<file path="src/rtl/cpu_pkg.sv">
// Shared definitions for the MEM stage: access-size codes, MEM FSM encoding,
// byte-enable patterns and the EX/MEM request record captured while an access waits.
package cpu_pkg;

  localparam logic [1:0] SIZE_BYTE = 2'b00;
  localparam logic [1:0] SIZE_HALF = 2'b01;
  localparam logic [1:0] SIZE_WORD = 2'b10;

  typedef enum logic {
    IDLE = 1'b0,
    BUSY = 1'b1
  } mem_state_t;

  localparam logic [3:0] BE_BYTE0   = 4'b0001;
  localparam logic [3:0] BE_HALF_LO = 4'b0011;
  localparam logic [3:0] BE_HALF_HI = 4'b1100;
  localparam logic [3:0] BE_WORD    = 4'b1111;

  // Link register written by jal in write-back.
  localparam logic [4:0] REG_RA = 5'd31;

  typedef struct packed {
    logic        valid;
    logic        jal;
    logic        regdst;
    logic        regwrite;
    logic        memtoreg;
    logic        memread;
    logic        memwrite;
    logic [4:0]  rd_addr;
    logic [4:0]  rt_addr;
    logic [31:0] pc;
    logic [31:0] alu_result;
    logic [31:0] store_data;
    logic [1:0]  size;
    logic        is_unsigned;
  } ex_mem_t;

endpackage

</file>
<file path="src/rtl/mem_align.sv">
// Data-memory lane steering: byte enables and replicated store data for stores,
// lane extraction plus sign/zero extension for loads.
// Sub-word support is built only when MEM_BYTE_EN is defined; otherwise word-only.
module mem_align
  import cpu_pkg::*;
(
  input  logic [1:0]  size,
  input  logic        is_unsigned,
  input  logic [1:0]  addr_lo,
  input  logic [31:0] store_data,
  input  logic [31:0] rdata,
  output logic [3:0]  be,
  output logic [31:0] wdata,
  output logic [31:0] load_data
);

`ifdef MEM_BYTE_EN
  logic [7:0]  byte_lane;
  logic [15:0] half_lane;

  // Select the addressed lane and build enables/data; misaligned halves/words align down.
  always_comb begin
    case (addr_lo)
      2'd0:    byte_lane = rdata[7:0];
      2'd1:    byte_lane = rdata[15:8];
      2'd2:    byte_lane = rdata[23:16];
      default: byte_lane = rdata[31:24];
    endcase
    half_lane = addr_lo[1] ? rdata[31:16] : rdata[15:0];
    be        = BE_WORD;
    wdata     = store_data;
    load_data = rdata;
    case (size)
      SIZE_BYTE: begin
        be        = BE_BYTE0 << addr_lo;
        wdata     = {4{store_data[7:0]}};
        load_data = is_unsigned ? {24'h0, byte_lane} : {{24{byte_lane[7]}}, byte_lane};
      end
      SIZE_HALF: begin
        be        = addr_lo[1] ? BE_HALF_HI : BE_HALF_LO;
        wdata     = {2{store_data[15:0]}};
        load_data = is_unsigned ? {16'h0, half_lane} : {{16{half_lane[15]}}, half_lane};
      end
      SIZE_WORD: begin
        be        = BE_WORD;
        wdata     = store_data;
        load_data = rdata;
      end
      default: begin
        be        = BE_WORD;
        wdata     = store_data;
        load_data = rdata;
      end
    endcase
  end
`else
  // Word-only build: size, signedness and lane bits have no effect.
  logic unused_sel;
  assign unused_sel = ^{size, is_unsigned, addr_lo};
  assign be         = BE_WORD;
  assign wdata      = store_data;
  assign load_data  = rdata;
`endif

endmodule

</file>
<file path="src/rtl/mem_stage.sv">
// MEM stage and MEM/WB pipeline register. Issues loads/stores over a req/ready
// handshake, stalls upstream while an access is outstanding, forces completion
// after MEM_TIMEOUT wait cycles (sticky bus_err) and inserts bubbles on stall/flush.
// Optional sub-word accesses: define MEM_BYTE_EN.
module mem_stage
  import cpu_pkg::*;
#(
  parameter int unsigned MEM_TIMEOUT = 255
)
(
  input  logic        clock,
  input  logic        reset,
  input  logic        in_valid,
  input  logic        in_jal,
  input  logic        in_regdst,
  input  logic        in_regwrite,
  input  logic        in_memtoreg,
  input  logic        in_memread,
  input  logic        in_memwrite,
  input  logic [4:0]  in_rd_addr,
  input  logic [4:0]  in_rt_addr,
  input  logic [31:0] in_pc,
  input  logic [31:0] in_alu_result,
  input  logic [31:0] in_store_data,
  input  logic [1:0]  in_size,
  input  logic        in_unsigned,
  input  logic        flush,
  output logic        stall_out,
  output logic        dmem_req,
  output logic        dmem_we,
  output logic [31:0] dmem_addr,
  output logic [31:0] dmem_wdata,
  output logic [3:0]  dmem_be,
  input  logic [31:0] dmem_rdata,
  input  logic        dmem_ready,
  output logic        bus_err,
  output logic        wb_valid,
  output logic        wb_jal,
  output logic        wb_regdst,
  output logic        wb_regwrite,
  output logic        wb_memtoreg,
  output logic [4:0]  wb_rd_addr,
  output logic [4:0]  wb_rt_addr,
  output logic [31:0] wb_pc,
  output logic [31:0] wb_read_data,
  output logic [31:0] wb_alu_result
);

  localparam logic [7:0] TIMEOUT_LAST = 8'(MEM_TIMEOUT - 1);

  mem_state_t  state_reg, state_next;
  ex_mem_t     in_pkt, cap_reg, src;
  logic [7:0]  wait_cnt_reg;
  logic        kill_reg;
  logic        bus_err_reg;
  logic        memop, timeout, complete, kill_now, in_busy;
  logic [31:0] load_data;

  assign in_pkt = '{valid: in_valid, jal: in_jal, regdst: in_regdst, regwrite: in_regwrite,
                    memtoreg: in_memtoreg, memread: in_memread, memwrite: in_memwrite,
                    rd_addr: in_rd_addr, rt_addr: in_rt_addr, pc: in_pc,
                    alu_result: in_alu_result, store_data: in_store_data,
                    size: in_size, is_unsigned: in_unsigned};

  // While waiting, the bus and the MEM/WB latch are fed from the captured copy.
  assign in_busy  = (state_reg == BUSY);
  assign src      = in_busy ? cap_reg : in_pkt;
  assign memop    = in_valid & (in_memread | in_memwrite) & ~flush;
  assign timeout  = in_busy & ~dmem_ready & (wait_cnt_reg == TIMEOUT_LAST);
  assign complete = in_busy ? (dmem_ready | timeout) : (~memop | dmem_ready);
  assign kill_now = in_busy ? (kill_reg | flush) : flush;
  assign bus_err  = bus_err_reg;

  mem_align u_align (
    .size       (src.size),
    .is_unsigned(src.is_unsigned),
    .addr_lo    (src.alu_result[1:0]),
    .store_data (src.store_data),
    .rdata      (dmem_rdata),
    .be         (dmem_be),
    .wdata      (dmem_wdata),
    .load_data  (load_data)
  );

  assign dmem_addr = {src.alu_result[31:2], 2'b00};

  // FSM state register.
  always_ff @(posedge clock) begin
    if (reset) state_reg <= IDLE;
    else       state_reg <= state_next;
  end

  // FSM next state: enter BUSY on an unanswered request, leave on completion or timeout.
  always_comb begin
    state_next = state_reg;
    case (state_reg)
      IDLE:    if (memop && !dmem_ready) state_next = BUSY;
      BUSY:    if (complete) state_next = IDLE;
      default: state_next = IDLE;
    endcase
  end

  // FSM outputs: request strobes are suppressed during reset so an in-flight access is dropped.
  always_comb begin
    dmem_req  = 1'b0;
    dmem_we   = 1'b0;
    stall_out = ~complete;
    if (!reset) begin
      dmem_req = in_busy | memop;
      dmem_we  = (in_busy | memop) & src.memwrite;
    end
  end

  // Capture the waiting request, count wait cycles, remember a flush seen while BUSY, sticky error.
  always_ff @(posedge clock) begin
    if (reset) begin
      cap_reg      <= '0;
      wait_cnt_reg <= 8'd0;
      kill_reg     <= 1'b0;
      bus_err_reg  <= 1'b0;
    end else begin
      if (!in_busy && state_next == BUSY) cap_reg <= in_pkt;
      wait_cnt_reg <= (in_busy && state_next == BUSY) ? wait_cnt_reg + 8'd1 : 8'd0;
      kill_reg     <= in_busy && state_next == BUSY && kill_now;
      bus_err_reg  <= bus_err_reg | timeout;
    end
  end

  // MEM/WB register: latch on the completing cycle, bubble while stalled or killed.
  always_ff @(posedge clock) begin
    if (reset) begin
      wb_valid      <= 1'b0;
      wb_jal        <= 1'b0;
      wb_regdst     <= 1'b0;
      wb_regwrite   <= 1'b0;
      wb_memtoreg   <= 1'b0;
      wb_rd_addr    <= 5'd0;
      wb_rt_addr    <= 5'd0;
      wb_pc         <= 32'd0;
      wb_read_data  <= 32'd0;
      wb_alu_result <= 32'd0;
    end else if (stall_out) begin
      wb_valid    <= 1'b0;
      wb_regwrite <= 1'b0;
      wb_jal      <= 1'b0;
    end else begin
      wb_valid      <= src.valid & ~kill_now;
      wb_regwrite   <= src.regwrite & src.valid & ~kill_now;
      wb_jal        <= src.jal & src.valid & ~kill_now;
      wb_regdst     <= src.regdst;
      wb_memtoreg   <= src.memtoreg;
      wb_rd_addr    <= src.rd_addr;
      wb_rt_addr    <= src.rt_addr;
      wb_pc         <= src.pc;
      wb_alu_result <= src.alu_result;
      wb_read_data  <= (timeout || !src.memread) ? 32'd0 : load_data;
    end
  end

endmodule

</file>
<file path="config.mk">
export PLATFORM = sky130hd
export DESIGN_NAME = mem_stage
export DESIGN_NICKNAME = d
export VERILOG_FILES = /design/src/rtl/cpu_pkg.sv /design/src/rtl/mem_align.sv /design/src/rtl/mem_stage.sv
export SDC_FILE = /design/constraint.sdc
export NUM_CORES = 1
export LEC_CHECK = 0
export BUFFER_PORTS_ARGS = -buffer_cell sky130_fd_sc_hd__buf_2
export CORE_MARGIN = 5
export CORE_UTILIZATION = 55
export DETAILED_ROUTE_END_ITERATION = 7
export PLACE_DENSITY = 0.86
export SETUP_SLACK_MARGIN = 0.2
export SLEW_MARGIN = 5
export SYNTH_ARGS = -nofsm -noshare
export SYNTH_HDL_FRONTEND = slang
export SYNTH_SLANG_ARGS = --single-unit
</file>
<file path="constraint.sdc">
create_clock -name clock -period 2.7 [get_ports clock]
set_clock_uncertainty 0.1 [all_clocks]
set_input_delay 0.135 -clock clock [delete_from_list [all_inputs] [get_ports clock]]
set_output_delay 0.135 -clock clock [all_outputs]
set_load 0.03 [all_outputs]
</file>
; ---- Word level (Yosys, flattened, before mapping)
; Index checks and enable logic that the tools add are counted.
[op_classes]
addsub = 1
reduce_logical = 10
muxes = 9
n_eq_ne = 1
bitwise_logic = 23
[op_table]
columns = operator, count
row1 = 116-bit 2-to-1 mux, 1
row2 = 32-bit 2-to-1 mux, 1
row3 = 1-bit bitwise AND, 10
row4 = 8-bit by 1-bit adder with 8-bit output (second input constant), 1
row5 = 8-bit == test (second input constant), 1
row6 = 1-bit NOT, 7
row7 = 1-bit 2-to-1 mux, 6
row8 = 1-bit bitwise OR, 6
row9 = 1-bit logical AND, 4
row10 = 2-bit OR reduction, 2
row11 = 1-bit logical NOT, 3
row12 = 1-bit one-hot mux with 2 select lines, 1
row13 = 1-bit logical OR, 1
[totals]
register_bits = 238
in_bits = 152
output_inout_bits = 183
word_cells = 72

; ---- Longest topological paths before layout
[logic_depth]
ltp_word = 11
ltp_mapped = 8
depth_no_buf = 7

; ---- By module
; A second synthesis with hierarchy kept.
[unflattened]
cells_unflattened = 1169
area_unflattened_um2 = 10476.3
[by_module_without_submodules]
columns = module, area_each_um2, cells_each, seq_area_each_um2, n_inst
row1 = mem_stage, 9962.1, 1100, 4764.6, 1
row2 = mem_align, 514.2, 69, 0.0, 1

; ---- Worst setup path before layout
; OpenSTA, ideal clock, no wires.
[synth_path]
kind = reg2out
startpoint = reg state_reg, in the netlist in_busy
endpoint = out dmem_we
slack_ps = 788
required_ps = 2465
t_arrival_ps = 1677
path_buffers = 3
path_stages_with_launch = 6
path_cell_list = dfxtp_1 -> buf_2 -> buf_2 -> buf_2 -> mux2i_1 -> nor3_1
[synth_via]
elab_chain_cells = 3
elab_cells_between_ends = 4
classes_between = mux: 2 / bitwise: 2
[synth_rtl]
columns = item, line
row1 = start: declaration, mem_stage.sv:51  ; mem_state_t state_reg, state_next;
row2 = start signal: assignment, mem_stage.sv:90  ; else state_reg <= state_next;
row3 = 1-bit bitwise OR or 116-bit 2-to-1 mux (tied branches), "mem_stage.sv:110, mem_stage.sv:67"
row4 = 1-bit bitwise AND *, mem_stage.sv:110  ; dmem_we = (in_busy | memop) & src.memwrite;
row5 = 1-bit 2-to-1 mux *, mem_stage.sv:108  ; if (!reset) begin
row6 = end: declaration, mem_stage.sv:30  ; output logic dmem_we,
; Mark *: on every way between the ends. The rest lies on a longest branch, timed or not.

; ---- Worst setup path in the final report
[layout_path]
startpoint = in in_memwrite
endpoint = reg cap_reg[17] in the netlist's numbering
[layout_via]
elab_chain_cells = 9
elab_cells_between_ends = 11
classes_between = mux: 4 / bitwise: 5 / reduce/logical: 2
[layout_rtl]
columns = item, line
row1 = start: declaration, mem_stage.sv:19  ; input logic in_memwrite,
row2 = 1-bit bitwise OR *, mem_stage.sv:68  ; assign memop = in_valid & (in_memread | in_memwrite) & ~flush;
row3 = 1-bit bitwise AND * (2 in series), mem_stage.sv:68
row4 = 1-bit NOT, mem_stage.sv:70  ; assign complete = in_busy ? (dmem_ready | timeout) : (~memop | dmem_ready);
row5 = 1-bit bitwise OR, mem_stage.sv:70
row6 = 1-bit 2-to-1 mux, mem_stage.sv:70
row7 = 1-bit 2-to-1 mux, mem_stage.sv:98  ; BUSY: if (complete) state_next = IDLE;
row8 = 1-bit one-hot mux with 2 select lines *, mem_stage.sv:96  ; case (state_reg)
row9 = 1-bit logical AND *, mem_stage.sv:122  ; if (!in_busy && state_next == BUSY) cap_reg <= in_pkt;
row10 = end signal: assignment, mem_stage.sv:122
row11 = end: declaration, mem_stage.sv:52  ; ex_mem_t in_pkt, cap_reg, src;
; Marked as above.
; A chain may end at the register's enable or synchronous reset.

==> metrics.txt <==
endpoints failing setup=0; max cap viols=0; final hold vios=0; core area=18,100 sq um; Crit path buffers/inverters=4; Layout fillers=1,031; CTS tree=done; initial antenna violation count=4; synthesized area=10,200 sq um; DR pass1 iterations=5; synth top area cells=dfxtp_1 (46%), nand2_1 (11%), a21oi_1 (7.9%); number of vias per cell=5.78; VDD IR max=436 uV; FF+latch area=4710 sq um; Die W=146 microns; Post-Route WL=34.9 mm; path type of the worst min-delay path=in2reg; Avg WL per Cell=20.0 microns; Starting Density=56.2%; layout cell share with drive strength beyond 1=30.5%; vias post-DR=10,100; Final Max Tran Viols=0; first-pass GRT wire length=54.4 mm; CP max stage delay=0.61 ns; Final Worst Setup Slack=0.220 ns; Max-slew headroom=56.3%; cts bufs inserted=24; PwrDens=624 nW/um^2; max reg flops=113; Worst Max-Slew Pin Slew=0.654 ns; cell taking the most area after synthesis=dfxtp_1; First DRT Iteration DRCs=886; sum of negative setup slack=0 ns; P&R area growth vs syn=35.4%; depth of the CTS H-tree=1; number of flops mapped to enable cells by yosys=0; Post-Syn Instances=1,119; fin crit share=91.9%; number of library cell types mapped by synthesis=36; Synth Register Bits=235; Clock Path Buffers=3; worst-skew pair later-pin latency=0.51 ns; Seq/Total Area, Yosys=46.3%; num rows=49; nets@finish=1,653; fin area=13,800 sq um; top-area cell type share of the netlist area=46.3%; Post-route DRC=0; critical-path cell list=dlygate4sd3_1 > buf_2 > nor2_1 > or4_4 > buf_12 > nand2_1 > a21oi_1 > dlygate4sd3_1; status=completed; number of global-route vias before repair=10,300; Setup Buffers After CTS=0; Fmax achieved=403 MHz; RSZ-0062 raised after global routing=yes; antenna viol nets, final=0; Power, Total=0.00859 W; all-layer global routing usage=30.7%; Leakage=5.77 nW; Post-Place Worst Slack=0.547 ns; Die ar.=21,300 sq um; Avg Inst Size Synth=9.08 sq um; Die Height=146 microns; CP startpoint kind=input pin; Most used DFF post-synth=dfxtp_1; grt total ovfl=0; PortBufs=325; post-DP HPWL=18.6 mm; Worst path slowest cell=dlygate4sd3_1; Critical Path End Type=flop; CTS root buffer=clkbuf_16; IO Pins=335; ys async rst share=0%; Worst EP arrival=2.82 ns; clock sinks=235; pin count of the biggest net entering global routing=91; critical path's most frequent cell=dlygate4sd3_1; footprint of the multi-input gates=4430 sq um; GPL Wtd Cong=0.783; CP delay by family, top=buffers and inverters; critical path class=in2reg; Reg clk slew, reported paths=0.06 ns; CP required=3.04 ns; minimum clock period=2.48 ns; Syn. warnings=0; placed instance area=11,300 sq um; Critical Path Fanout Max=32
## power breakdown
part           switching [W]  total, W  internal, W  leakage, nW
registers          0.0000922   0.00372      0.00363         1.92
clock network        0.00139   0.00340      0.00200        0.405
logic               0.000911   0.00147     0.000563         3.44
## placed cells by master, fill, tap and decap left out, types with 6 or more instances in the layout
cell and instances:
mux2i_1 79, clkbuf_16 25, a21oi_1 159, o41ai_1 46
buf_2 324, clkinv_2 9, a22o_1 32, conb_1 6
mux2_2 62, dfxtp_1 234, dlygate4sd3_1 163, nor2_1 19
buf_4 18, nand2_1 286
## path summary, 6_finish.rpt
| kind | from | slack, ns | endpoint | cells after the start |
|---|---|---|---|---|
| min | dmem_ready | 0.18 | wait_cnt_reg[1] | 3 |
| max | in_memwrite | 0.22 | cap_reg[17] | 8 |
| max reg2reg | in_busy | 0.29 | cap_reg[17] | 5 |
| min reg2reg | cap_reg[54] | 0.35 | cap_reg[54] | 2 |
## cell families (layout without fill, tap and decap cells)
logic type      after synthesis  count (layout)  synth area share, %
simple gates                322             323                 12.7
compound gates              243             243                 15.0
mux                         141             141                 14.7
xor+xnor                      6               6                0.517
fa+ha+maj                     2               2                0.246
other cells                   2              10               0.0739
buf+inv                     168             561                 10.6
flops                       235             235                 46.3
## routing by layer
layer	GRT usage, %	share of wire, %
met1	34.9	36
met5	0	0
met3	7.16	8.9
met4	17.1	6.1
met2	53.1	49
## per-stage QoR
| step | cells | utilization (%) | hold slack, ns |
|---|---|---|---|
| floorplan | 1123 | - | 0.152 |
| detailed placement | 1538 | 62.5 | 0.261 |
| global route | 1750 | 76.1 | 0.197 |
| CTS | 1745 | 76.0 | 0.134 |
| finish | 1750 | 76.1 | 0.182 |
| global placement | 1538 | 62.5 | 0.250 |
## synthesized netlist by cell type, types with 2 or more instances
cell	instances
buf_8	3
xnor2_1	4
nor3_1	2
ha_1	2
dfxtp_1	235
nor2_1	19
o41ai_1	46
buf_4	72
nand2_1	286
mux2_2	62
inv_1	5
xor2_1	2
inv_2	2
a22o_1	32
conb_1	2
nand3_1	5
buf_2	27
mux2i_1	79
clkbuf_1	44
or4_1	2
buf_6	14
a21oi_1	160
## worst reg2reg max path: cells and delay by family, from the launching register on
family	cells	cell delay [ns]
buf+inv	2	1.10
flops	1	0.39
simple gates	2	0.53
compound gates	1	0.21
## what timing repair did
item / CTS / global route
hold buffers: 163 / 0
setup endpoints to repair: 0 / 3
endpoints found under the hold margin: 221 / 0
gates resized for setup: 0 / 1
## layout make-up
class / instances / area share [%]
multi-input combinational: 721 / 32.2
clock inverter: 12 / 0.873
inverter: 7 / 0.209
antenna: 4 / 0.0727
timing repair buffer: 510 / 25.4
sequential: 235 / 34.2
tap: 229 / 2.08
clock buffer: 32 / 5.03
(Power assumes the default switching activity.)
